==> src/rtl/cpu_pkg.sv <==
`default_nettype none
// +------------------------------------------------------------------+
// | Module   : cpu_pkg                                               |
// | Purpose  : Shared RV32I encodings, ALU operation enum and width  |
// |            defaults for the cpu_core hierarchy.                  |
// | Ports    : none (package)                                        |
// | Revision : 1.0  initial release                                  |
// +------------------------------------------------------------------+
package cpu_pkg;

  localparam int XLEN_DEF = 32;
  localparam int PC_W_DEF = 8;

  // Major opcodes handled by the core; anything else retires as a NOP.
  localparam logic [6:0] C_OPC_OP     = 7'h33;
  localparam logic [6:0] C_OPC_OP_IMM = 7'h13;
  localparam logic [6:0] C_OPC_LUI    = 7'h37;
  localparam logic [6:0] C_OPC_AUIPC  = 7'h17;
  localparam logic [6:0] C_OPC_JAL    = 7'h6F;
  localparam logic [6:0] C_OPC_JALR   = 7'h67;
  localparam logic [6:0] C_OPC_BRANCH = 7'h63;

  // funct3 for OP / OP-IMM
  localparam logic [2:0] C_F3_ADD  = 3'b000;
  localparam logic [2:0] C_F3_SLL  = 3'b001;
  localparam logic [2:0] C_F3_SLT  = 3'b010;
  localparam logic [2:0] C_F3_SLTU = 3'b011;
  localparam logic [2:0] C_F3_XOR  = 3'b100;
  localparam logic [2:0] C_F3_SR   = 3'b101;
  localparam logic [2:0] C_F3_OR   = 3'b110;
  localparam logic [2:0] C_F3_AND  = 3'b111;

  // funct3 for BRANCH
  localparam logic [2:0] C_F3_BEQ  = 3'b000;
  localparam logic [2:0] C_F3_BNE  = 3'b001;
  localparam logic [2:0] C_F3_BLT  = 3'b100;
  localparam logic [2:0] C_F3_BGE  = 3'b101;
  localparam logic [2:0] C_F3_BLTU = 3'b110;
  localparam logic [2:0] C_F3_BGEU = 3'b111;

  // funct7: base encoding and the SUB/SRA alternate
  localparam logic [6:0] C_F7_BASE = 7'h00;
  localparam logic [6:0] C_F7_ALT  = 7'h20;

  typedef enum logic [3:0] {
    ALU_ADD  = 4'd0,
    ALU_SUB  = 4'd1,
    ALU_SLL  = 4'd2,
    ALU_SLT  = 4'd3,
    ALU_SLTU = 4'd4,
    ALU_XOR  = 4'd5,
    ALU_SRL  = 4'd6,
    ALU_SRA  = 4'd7,
    ALU_OR   = 4'd8,
    ALU_AND  = 4'd9
  } alu_op_t;

endpackage
`default_nettype wire

==> src/rtl/cpu_core_alu.sv <==
`default_nettype none
// +------------------------------------------------------------------+
// | Module   : alu                                                   |
// | Purpose  : Combinational RV32I integer ALU, 32-bit wrap-around.  |
// | Ports    : a_i, b_i   operands                                   |
// |            op_i       operation select (alu_op_t)                |
// |            result_o   result                                     |
// | Revision : 1.0  initial release                                  |
// +------------------------------------------------------------------+
module alu
  import cpu_pkg::*;
#(
  parameter int XLEN = XLEN_DEF
) (
  input  logic [XLEN-1:0] a_i,
  input  logic [XLEN-1:0] b_i,
  input  alu_op_t         op_i,
  output logic [XLEN-1:0] result_o
);

  logic [4:0] w_shamt;
  assign w_shamt = b_i[4:0];

  always_comb begin
    result_o = '0;
    case (op_i)
      ALU_ADD:  result_o = a_i + b_i;
      ALU_SUB:  result_o = a_i - b_i;
      ALU_SLL:  result_o = a_i << w_shamt;
      ALU_SLT:  result_o = {{(XLEN-1){1'b0}}, ($signed(a_i) < $signed(b_i))};
      ALU_SLTU: result_o = {{(XLEN-1){1'b0}}, (a_i < b_i)};
      ALU_XOR:  result_o = a_i ^ b_i;
      ALU_SRL:  result_o = a_i >> w_shamt;
      ALU_SRA:  result_o = $unsigned($signed(a_i) >>> w_shamt);
      ALU_OR:   result_o = a_i | b_i;
      ALU_AND:  result_o = a_i & b_i;
      default:  result_o = '0;
    endcase
  end

endmodule
`default_nettype wire

==> src/rtl/cpu_core.sv <==
`default_nettype none
// +------------------------------------------------------------------+
// | Module   : cpu_core                                              |
// | Purpose  : Single-cycle RV32I integer core (no data memory).     |
// |            Decode, immediates, register file and PC live here;   |
// |            arithmetic is delegated to the alu sub-module.        |
// | Ports    : clk      clock, rising edge                           |
// |            rst      synchronous active-high reset                |
// |            ins_in   instruction at word index pc (comb. fetch)   |
// |            cpu_set  run enable (0 = hold all state)              |
// |            pc       current instruction word index               |
// | Revision : 1.0  initial release                                  |
// +------------------------------------------------------------------+
module cpu_core
  import cpu_pkg::*;
#(
  parameter int XLEN = XLEN_DEF,
  parameter int PC_W = PC_W_DEF
) (
  input  logic            clk,
  input  logic            rst,
  input  logic [31:0]     ins_in,
  input  logic            cpu_set,
  output logic [PC_W-1:0] pc
);

  logic [PC_W-1:0] pc_q, pc_d;
  logic [XLEN-1:0] regs [32];

  // Instruction fields
  logic [6:0] w_opcode, w_f7;
  logic [4:0] w_rd, w_rs1, w_rs2;
  logic [2:0] w_f3;
  assign w_opcode = ins_in[6:0];
  assign w_rd     = ins_in[11:7];
  assign w_f3     = ins_in[14:12];
  assign w_rs1    = ins_in[19:15];
  assign w_rs2    = ins_in[24:20];
  assign w_f7     = ins_in[31:25];

  // x0 is forced to zero on the read side as well as dropped on write
  logic [XLEN-1:0] w_rs1_val, w_rs2_val;
  assign w_rs1_val = (w_rs1 == 5'd0) ? '0 : regs[w_rs1];
  assign w_rs2_val = (w_rs2 == 5'd0) ? '0 : regs[w_rs2];

  // Immediates
  logic [XLEN-1:0] w_imm_i, w_imm_b, w_imm_j, w_imm_u;
  assign w_imm_i = {{20{ins_in[31]}}, ins_in[31:20]};
  assign w_imm_b = {{20{ins_in[31]}}, ins_in[7], ins_in[30:25], ins_in[11:8], 1'b0};
  assign w_imm_j = {{12{ins_in[31]}}, ins_in[19:12], ins_in[20], ins_in[30:21], 1'b0};
  assign w_imm_u = {ins_in[31:12], 12'b0};

  // Byte address of the current instruction and the return address
  logic [XLEN-1:0] w_pc_byte, w_link, w_jalr_t;
  assign w_pc_byte = {{(XLEN-PC_W-2){1'b0}}, pc_q, 2'b00};
  assign w_link    = w_pc_byte + XLEN'(4);
  assign w_jalr_t  = (w_rs1_val + w_imm_i) & ~XLEN'(1);

  // PC is a word index, so offsets and jump targets drop their two low
  // bits and everything above the PC width wraps away.
  logic w_unused;
  assign w_unused = ^{w_imm_b[XLEN-1:PC_W+2], w_imm_b[1:0],
                      w_imm_j[XLEN-1:PC_W+2], w_imm_j[1:0],
                      w_jalr_t[XLEN-1:PC_W+2], w_jalr_t[1:0]};

  alu_op_t         w_alu_op;
  logic [XLEN-1:0] w_alu_b, w_alu_res, w_wdata;
  logic            w_we, w_take;

  alu #(.XLEN(XLEN)) u_alu (
    .a_i      (w_rs1_val),
    .b_i      (w_alu_b),
    .op_i     (w_alu_op),
    .result_o (w_alu_res)
  );

  always_comb begin
    pc_d     = pc_q + PC_W'(1);
    w_we     = 1'b0;
    w_alu_op = ALU_ADD;
    w_alu_b  = w_rs2_val;
    w_wdata  = w_alu_res;
    w_take   = 1'b0;
    case (w_opcode)
      C_OPC_OP: begin
        if (w_f7 == C_F7_BASE) begin
          w_we = 1'b1;
          case (w_f3)
            C_F3_ADD:  w_alu_op = ALU_ADD;
            C_F3_SLL:  w_alu_op = ALU_SLL;
            C_F3_SLT:  w_alu_op = ALU_SLT;
            C_F3_SLTU: w_alu_op = ALU_SLTU;
            C_F3_XOR:  w_alu_op = ALU_XOR;
            C_F3_SR:   w_alu_op = ALU_SRL;
            C_F3_OR:   w_alu_op = ALU_OR;
            default:   w_alu_op = ALU_AND;
          endcase
        end else if (w_f7 == C_F7_ALT && w_f3 == C_F3_ADD) begin
          w_we     = 1'b1;
          w_alu_op = ALU_SUB;
        end else if (w_f7 == C_F7_ALT && w_f3 == C_F3_SR) begin
          w_we     = 1'b1;
          w_alu_op = ALU_SRA;
        end
      end
      C_OPC_OP_IMM: begin
        w_alu_b = w_imm_i;
        w_we    = 1'b1;
        case (w_f3)
          C_F3_ADD:  w_alu_op = ALU_ADD;
          C_F3_SLT:  w_alu_op = ALU_SLT;
          C_F3_SLTU: w_alu_op = ALU_SLTU;
          C_F3_XOR:  w_alu_op = ALU_XOR;
          C_F3_OR:   w_alu_op = ALU_OR;
          C_F3_AND:  w_alu_op = ALU_AND;
          C_F3_SLL: begin
            w_alu_op = ALU_SLL;
            w_we     = (w_f7 == C_F7_BASE);
          end
          default: begin  // shift right: funct7 selects logical/arithmetic
            w_alu_op = (w_f7 == C_F7_ALT) ? ALU_SRA : ALU_SRL;
            w_we     = (w_f7 == C_F7_BASE) || (w_f7 == C_F7_ALT);
          end
        endcase
      end
      C_OPC_LUI: begin
        w_we    = 1'b1;
        w_wdata = w_imm_u;
      end
      C_OPC_AUIPC: begin
        w_we    = 1'b1;
        w_wdata = w_pc_byte + w_imm_u;
      end
      C_OPC_JAL: begin
        w_we    = 1'b1;
        w_wdata = w_link;
        pc_d    = pc_q + w_imm_j[PC_W+1:2];
      end
      C_OPC_JALR: begin
        if (w_f3 == 3'b000) begin
          w_we    = 1'b1;
          w_wdata = w_link;
          pc_d    = w_jalr_t[PC_W+1:2];
        end
      end
      C_OPC_BRANCH: begin
        case (w_f3)
          C_F3_BEQ:  w_take = (w_rs1_val == w_rs2_val);
          C_F3_BNE:  w_take = (w_rs1_val != w_rs2_val);
          C_F3_BLT:  w_take = ($signed(w_rs1_val) <  $signed(w_rs2_val));
          C_F3_BGE:  w_take = ($signed(w_rs1_val) >= $signed(w_rs2_val));
          C_F3_BLTU: w_take = (w_rs1_val <  w_rs2_val);
          C_F3_BGEU: w_take = (w_rs1_val >= w_rs2_val);
          default:   w_take = 1'b0;
        endcase
        if (w_take) pc_d = pc_q + w_imm_b[PC_W+1:2];
      end
      default: ;
    endcase
  end

  always_ff @(posedge clk) begin
    if (rst) begin
      pc_q <= '0;
      for (int i = 0; i < 32; i++) regs[i] <= '0;
    end else if (cpu_set) begin
      pc_q <= pc_d;
      if (w_we && (w_rd != 5'd0)) regs[w_rd] <= w_wdata;
    end
  end

  assign pc = pc_q;

endmodule
`default_nettype wire

==> config.mk <==
export PLATFORM = sky130hd
export DESIGN_NAME = cpu_core
export DESIGN_NICKNAME = d
export VERILOG_FILES = /design/src/rtl/cpu_pkg.sv /design/src/rtl/cpu_core_alu.sv /design/src/rtl/cpu_core.sv
export SDC_FILE = /design/constraint.sdc
export NUM_CORES = 2
export LEC_CHECK = 0
export CAP_MARGIN = 15
export CORE_AREA = 2 2 478 480
export DETAILED_ROUTE_END_ITERATION = 10
export DIE_AREA = 0 0 480 482
export PLACE_DENSITY = 0.49
export REMOVE_ABC_BUFFERS = 1
export SLEW_MARGIN = 15
export SYNTH_ARGS = -nofsm -noshare
export SYNTH_HDL_FRONTEND = slang
export SYNTH_SLANG_ARGS = --single-unit
==> constraint.sdc <==
create_clock -name clk -period 9.05 [get_ports clk]
set_input_delay 0.905 -clock clk [delete_from_list [all_inputs] [get_ports clk]]
set_output_delay 0.905 -clock clk [all_outputs]
set_load 0.01 [all_outputs]
# --- Yosys cells after proc, flatten, opt, wreduce, memory -nomap -nowiden ---
# Memory sizes are Yosys's and may differ from the RTL's.
# Index checks and enable logic that the tools add are counted.
totals:
  ff_bits: 8
  mem_bits_rw: 1024
  input_bits: 35
  output_inout_bits: 8
  wordCells: 94
  memories: 1
classes:
  n_addsub: 8
  n_lt_le_gt_ge: 6
  eq_ne: 26
  n_shift: 3
  muxes: 33
  bitwise: 3
  reduce_logical: 13
mem_list:
  columns: ["name", "words", "width", "rd", "rd_clocked_by_memory_dff", "wr", "line_no", "text"]
  rows:
  - ["regs", 32, 32, 2, 0, 32, "cpu_core.sv:28", "logic [XLEN-1:0] regs [32];"]
op_table:
  columns: ["op", "n"]
  rows:
  - ["32-bit case mux with 10 select lines", 1]
  - ["32-bit two-way mux", 5]
  - ["32-bit < comparator", 4]
  - ["32-bit case mux with 4 select lines", 1]
  - ["32-bit >= comparator", 2]
  - ["4-bit case mux with 7 select lines", 2]
  - ["10-bit by 32-bit adder with 32-bit output", 1]
  - ["32-bit adder", 1]
  - ["32-bit AND", 1]
  - ["32-bit == test", 1]
  - ["32-bit != test", 1]
  - ["32-bit bitwise OR", 1]
  - ["32-bit OR reduction", 1]
  - ["32-bit by 5-bit << shifter with 32-bit output", 1]
  - ["32-bit by 5-bit >> shifter with 32-bit output", 1]
  - ["32-bit by 5-bit >>> shifter with 32-bit output", 1]
  - ["32-bit subtractor", 1]
  - ["32-bit XOR", 1]
  - ["8-bit case mux with 3 select lines", 1]
  - ["7-bit by 6-bit == test with 1-bit output, second input constant", 3]
  - ["7-bit == test, second input constant", 3]
  - ["8-bit adder", 2]
  - ["4-bit by 3-bit == test with 1-bit output, second input constant", 4]
  - ["8-bit two-way mux", 2]
  - ["other kinds (27)", 50]

# --- Depth between registers and ports, before layout ---
logic_depth:
  ltp_word: 13
  depth_mapped: 27
  depth_no_buf: 19

# --- Modules after synthesis ---
# Synthesis repeated with hierarchy kept, for this count alone.
hier_totals:
  cells_unflattened: 5153
  hier_area_um2: 63540.9
by_module_without_submodules:
  columns: ["mod", "n_inst", "cells_per_inst", "area_per_inst_um2", "seq_area_each_um2"]
  rows:
  - ["cpu_core", 1, 3956, 55055.3, 30909.6]
  - ["alu", 1, 1197, 8485.6, 0.0]

# --- Least setup slack after synthesis ---
# Ideal clock, no wire load.
synth_path:
  path_type: "input port to flip-flop"
  startpoint: "input port ins_in[20]"
  endpoint: "memory regs[10][29] (netlist bit), data pin"
  setup_time_ns: 0.272
  arrival_ns: 6.462
  required_ns: 8.778
  setup_slack_ns: 2.315
  stages: 24
  path_buffers: 6
  cell_sequence: "buf_6 -> buf_6 -> buf_1 -> buf_1 -> mux4_2 -> mux4_2 -> mux2i_1 -> nor2_1 -> inv_1 -> o21ai_0 -> ha_1 -> clkbuf_1 -> o21a_1 -> o221a_2 -> o221a_2 -> o21ai_1 -> o21ai_0 -> a21oi_1 -> o31ai_1 -> a21oi_1 -> xnor2_1 -> a22oi_1 -> clkbuf_1 -> a211oi_1"
synth_lines:
  columns: ["item", "line_no", "text"]
  rows:
  - ["from (decl)", "cpu_core.sv:22", "input logic [31:0] ins_in,"]
  - ["to (decl)", "cpu_core.sv:28", null]

==> impl_results.html <==
<table>
<tr><th>Metric</th><th>Value</th></tr>
<tr><th colspan="2">CTS</th></tr>
<tr><td>Clock-pin slew of the registers on the worst-case setup and hold paths</td><td>0.06 ns</td></tr>
<tr><td>TritonCTS clock tree</td><td>yes</td></tr>
<tr><td>Total clock buffers created by CTS</td><td>between 100 and 150</td></tr>
<tr><td>Deepest clock path buffer count</td><td>3</td></tr>
<tr><td>Clock root buffer</td><td>sky130_fd_sc_hd__clkbuf_16</td></tr>
<tr><td>Clock Latency Late Sink</td><td>0.86 ns</td></tr>
<tr><td>CTS Hold Buffers Added</td><td>0</td></tr>
<tr><td>Number of levels in the clock H-tree</td><td>3</td></tr>
<tr><td>Post-CTS Resized</td><td>0</td></tr>
<tr><td>Number of post-CTS setup repair buffers</td><td>0</td></tr>
<tr><td>Total clock sinks</td><td>1,032</td></tr>
<tr><th colspan="2">Timing</th></tr>
<tr><td>Post-route worst setup slack</td><td>1.63 ns</td></tr>
<tr><td>Total count of max-transition violations in the final report</td><td>0</td></tr>
<tr><td>Tightest slew margin relative to the limit</td><td>10.9%</td></tr>
<tr><td>Setup repair after global routing missed its margin</td><td>no</td></tr>
<tr><td>Final hold violation count</td><td>0</td></tr>
<tr><td>Setup-violating endpoint count in the final report</td><td>0</td></tr>
<tr><td>Transition at the pin with the smallest max-transition slack</td><td>1.34 ns</td></tr>
<tr><td>Hold WS</td><td>roughly 0.62 ns</td></tr>
<tr><td>Min cycle time layout</td><td>7.42 ns</td></tr>
<tr><td>Final Skew</td><td>0.104 ns</td></tr>
<tr><td>Period utilization</td><td>about four fifths</td></tr>
<tr><td>Max Clock Freq</td><td>0.135 GHz</td></tr>
<tr><td>Total negative slack</td><td>0 ns</td></tr>
<tr><th colspan="2">Floorplanning</th></tr>
<tr><td>Effective utilization at floorplan</td><td>29.8%</td></tr>
<tr><td>Floorplan die height</td><td>around 480 µm</td></tr>
<tr><td>Row count</td><td>175</td></tr>
<tr><td>I/O pin cnt</td><td>43</td></tr>
<tr><td>Die W</td><td>between 400 and 500 µm</td></tr>
<tr><td>Placeable core region</td><td>226,000 µm²</td></tr>
<tr><td>Total die area</td><td>231,000 µm²</td></tr>
<tr><th colspan="2">Worst setup path</th></tr>
<tr><td>Required @ worst endpoint</td><td>9.55 ns</td></tr>
<tr><td>Reg-to-Reg Start</td><td>regs[23][13]</td></tr>
<tr><td>CP startpoint kind</td><td>input pin</td></tr>
<tr><td>Number of buffers and inverters on the critical path</td><td>6</td></tr>
<tr><td>CP Capture Point</td><td>regs[22][20]</td></tr>
<tr><td>Endpoint of the lowest-slack register-to-register path</td><td>regs[22][20]</td></tr>
<tr><td>Data arrival at the endpoint of the critical path</td><td>7.92 ns</td></tr>
<tr><td>Number of gates on the worst path with buffers counted</td><td>22</td></tr>
<tr><td>Most used cell, CP</td><td>sky130_fd_sc_hd__o21ai_0</td></tr>
<tr><td>CP top delay family</td><td>compound AO/OA/AOI/OAI gates</td></tr>
<tr><td>Crit-path max FO</td><td>39</td></tr>
<tr><td>Number of cells on the worst reg-to-reg path</td><td>20</td></tr>
<tr><td>Start point of the critical path</td><td>ins_in[20]</td></tr>
<tr><td>Critical path's slowest cell</td><td>sky130_fd_sc_hd__ha_1</td></tr>
<tr><td>Category of the critical setup timing path</td><td>in -&gt; reg</td></tr>
<tr><td>CP cell instances</td><td>buf_8 &gt; buf_12 &gt; mux4_2 &gt; mux4_2 &gt; mux2_2 &gt; o21ai_0 &gt; o21ai_0 &gt; ha_1 &gt; inv_1 &gt; a21oi_1 &gt; o21bai_1 &gt; a221o_1 &gt; o21ai_0 &gt; buf_4 &gt; o21ai_0 &gt; buf_4 &gt; a21o_1 &gt; mux2i_1 &gt; o221ai_1 &gt; o31ai_4 &gt; buf_12 &gt; nor2_1</td></tr>
<tr><td>Slack of the worst reg-to-reg path</td><td>roughly 2.3 ns</td></tr>
<tr><td>CP peak stage delay</td><td>0.69 ns</td></tr>
<tr><td>Crit path capture type</td><td>flip-flop</td></tr>
<tr><th colspan="2">Power and ir drop</th></tr>
<tr><td>Internal power summed over all cells</td><td>0.00954 W</td></tr>
<tr><td>Logic pwr share</td><td>between 30% and 40%</td></tr>
<tr><td>Power per cell area</td><td>roughly 200 nW/µm²</td></tr>
<tr><td>Leakage power of the design</td><td>between 20 and 30 nW</td></tr>
<tr><td>Net switching power</td><td>roughly 0.0056 W</td></tr>
<tr><td>Clk network pwr share</td><td>31.8%</td></tr>
<tr><td>Peak supply drop</td><td>around 0.17 mV</td></tr>
<tr><td>Flop pwr share</td><td>between 30% and 40%</td></tr>
<tr><td>Sw Ratio</td><td>37.2%</td></tr>
<tr><td>Design Power</td><td>0.0152 W</td></tr>
<tr><th colspan="2">Logic synthesis</th></tr>
<tr><td>Post-Syn Instances</td><td>5,758</td></tr>
<tr><td>Dominant cell by count in the synthesized netlist</td><td>sky130_fd_sc_hd__edfxtp_1</td></tr>
<tr><td>Count of different cell masters after synthesis</td><td>125</td></tr>
<tr><td>Number of synthesized register bits</td><td>slightly above 1,000</td></tr>
<tr><td>Post-Syn Area per Cell</td><td>11.7 µm²</td></tr>
<tr><td>Area leader, netlist</td><td>sky130_fd_sc_hd__edfxtp_1</td></tr>
<tr><td>Commonest register cell after synthesis</td><td>sky130_fd_sc_hd__edfxtp_1</td></tr>
<tr><td>Number of enable-type register cells in the synthesized netlist</td><td>around 1,000</td></tr>
<tr><td>Post-synth design cell area</td><td>67,500 µm²</td></tr>
<tr><td>Proportion of synthesized chip area in sequential cells</td><td>45.8%</td></tr>
<tr><td>Share of Yosys cell area claimed by the top area cell type</td><td>45.6%</td></tr>
<tr><td>Yosys warnings</td><td>0</td></tr>
<tr><td>Area contributors post-synth</td><td>sky130_fd_sc_hd__edfxtp_1, sky130_fd_sc_hd__mux4_2, sky130_fd_sc_hd__nor2_1</td></tr>
<tr><td>Share of synthesized registers carrying an async set or reset</td><td>0%</td></tr>
<tr><td>Leading cell types by count after synthesis</td><td>sky130_fd_sc_hd__edfxtp_1, sky130_fd_sc_hd__nor2_1, sky130_fd_sc_hd__mux4_2</td></tr>
<tr><th colspan="2">Placed design</th></tr>
<tr><td>I/O Buffers</td><td>42</td></tr>
<tr><td>DP Worst Slack</td><td>1.01 ns</td></tr>
<tr><td>Post-placement cell count</td><td>8,649</td></tr>
<tr><td>Total half-perimeter wirelength after legalization and detailed placement</td><td>236 mm</td></tr>
<tr><td>Routability Congestion</td><td>between 1 and 1.5</td></tr>
<tr><th colspan="2">Detailed routing</th></tr>
<tr><td>Total wire length</td><td>352 mm</td></tr>
<tr><td>Number of detailed-route iterations in the first pass</td><td>8</td></tr>
<tr><td>Post-route ant nets</td><td>0</td></tr>
<tr><td>Via Count</td><td>56,783</td></tr>
<tr><td>Total DRC errors in the routed layout</td><td>0</td></tr>
<tr><td>DR iter-0 viols</td><td>between 9,000 and 10,000</td></tr>
<tr><td>Detailed-route wire length per cell</td><td>39.6 µm</td></tr>
<tr><td>Vias per inst</td><td>around 6.4</td></tr>
<tr><th colspan="2">Status</th></tr>
<tr><td>Status</td><td>complete, no violations</td></tr>
<tr><th colspan="2">Worst hold path</th></tr>
<tr><td>Min-Delay Path Class</td><td>reg -&gt; reg</td></tr>
<tr><th colspan="2">Global route</th></tr>
<tr><td>Total GRT Usage</td><td>roughly 30%</td></tr>
<tr><td>Grt total ovfl</td><td>0</td></tr>
<tr><td>Via count of the first global-routing pass</td><td>54,128</td></tr>
<tr><td>Maximum number of pins on one net before global-route repair</td><td>60</td></tr>
<tr><td>Initial antenna violation count</td><td>15</td></tr>
<tr><td>Wire length of the first global-routing pass</td><td>474 mm</td></tr>
<tr><th colspan="2">Flow run</th></tr>
<tr><td>Reported max-cap violation count</td><td>0</td></tr>
<tr><th colspan="2">Layout</th></tr>
<tr><td>Final non-filler cell total</td><td>8,879</td></tr>
<tr><td>Area Growth Syn to Fin</td><td>13.5%</td></tr>
<tr><td>Layout cell share with drive strength beyond 1</td><td>22.9%</td></tr>
<tr><td>Number of nets in the layout</td><td>5,948</td></tr>
<tr><td>Filler Cells Inserted</td><td>22,562</td></tr>
</table>
-- how the worst min path moves through the flow --
stage,cells after the start,to,start,slack (ns)
global route,2,pc[7],pc[7],0.63
finish,2,pc[7],pc[7],0.62
floorplan,2,pc[7],pc[7],0.57
CTS,2,pc[7],pc[7],0.61
detailed placement,2,pc[7],pc[7],0.60
global placement,2,pc[7],pc[7],0.61
-- worst register-to-register path, delay by kind of cell (launching register included) --
family | cells | cell delay (ns)
AO/OA/AOI/OAI | 10 | 2.74
multiplexers | 4 | 1.71
buffers and inverters | 4 | 0.87
adder cells (fa/ha/maj) | 1 | 0.69
flip-flops | 1 | 0.40
AND/OR/NAND/NOR | 1 | 0.10
-- power groups by stage --
stage | Clock, W | Sequential, W | Combinational, W
floorplan | 0 | 0.00557 | 0.00228
global placement | 0 | 0.00560 | 0.00469
detailed placement | 0 | 0.00560 | 0.00466
CTS | 0.00485 | 0.00550 | 0.00468
global route | 0.00502 | 0.00552 | 0.00496
finish | 0.00482 | 0.00551 | 0.00485
-- logic make-up after synthesis --
group	after synthesis	share of synthesized area [%]
mux	835	21.1
compound gates	1185	12.3
buf+inv	699	4.99
other cells	1	0.00556
xor+xnor	38	0.493
fa+ha+maj	155	2.92
simple gates	1813	12.4
flops	1032	45.8
-- through the flow --
stage,util (%),instance area [µm²]
6_report,33.8,76600
5_1_grt,33.8,76600
4_1_cts,33.8,76600
3_3_place_gp,32.1,72800
3_5_place_dp,32.2,72800
2_1_floorplan,-,64700
-- final cells by class --
| class | count | area, µm² | share of cell area [%] |
|---|---|---|---|
| diodes | 11 | 27.5 | 0.0359 |
| clock buffers | 139 | 3010 | 3.93 |
| well taps | 3009 | 3760 | 4.91 |
| inverters | 123 | 462 | 0.603 |
| multi-input cells | 4058 | 33900 | 44.2 |
| repair buffers | 427 | 3860 | 5.03 |
| flip-flops and latches | 1032 | 30900 | 40.4 |
| clock inverters | 80 | 723 | 0.944 |
-- flip-flops by register name, indices dropped and copies added (netlist names) --
name / cells
regs: 1024
pc: 8
-- cells in the final DEF (no fill, tap or decap), drive strengths merged, types with 58 or more instances in the layout --
| master | count |
|---|---|
| buf | 395 |
| clkbuf | 139 |
| nand2 | 239 |
| mux2 | 58 |
| mux2i | 317 |
| a22oi | 82 |
| nand3 | 103 |
| o22ai | 81 |
| clkinv | 59 |
| ha | 151 |
| a21oi | 270 |
| mux4 | 460 |
| nor3 | 226 |
| inv | 126 |
| edfxtp | 1024 |
| a211oi | 152 |
| o21ai | 184 |
| nor2 | 955 |
-- per-layer routing --
metal | track usage (%) | share of wire (%)
met5 | 0 | 0.011
met4 | 16.5 | 6.7
met3 | 7.35 | 11
met2 | 44.5 | 43
met1 | 39.2 | 39
Note: power is estimated with default switching activity, not from simulation.
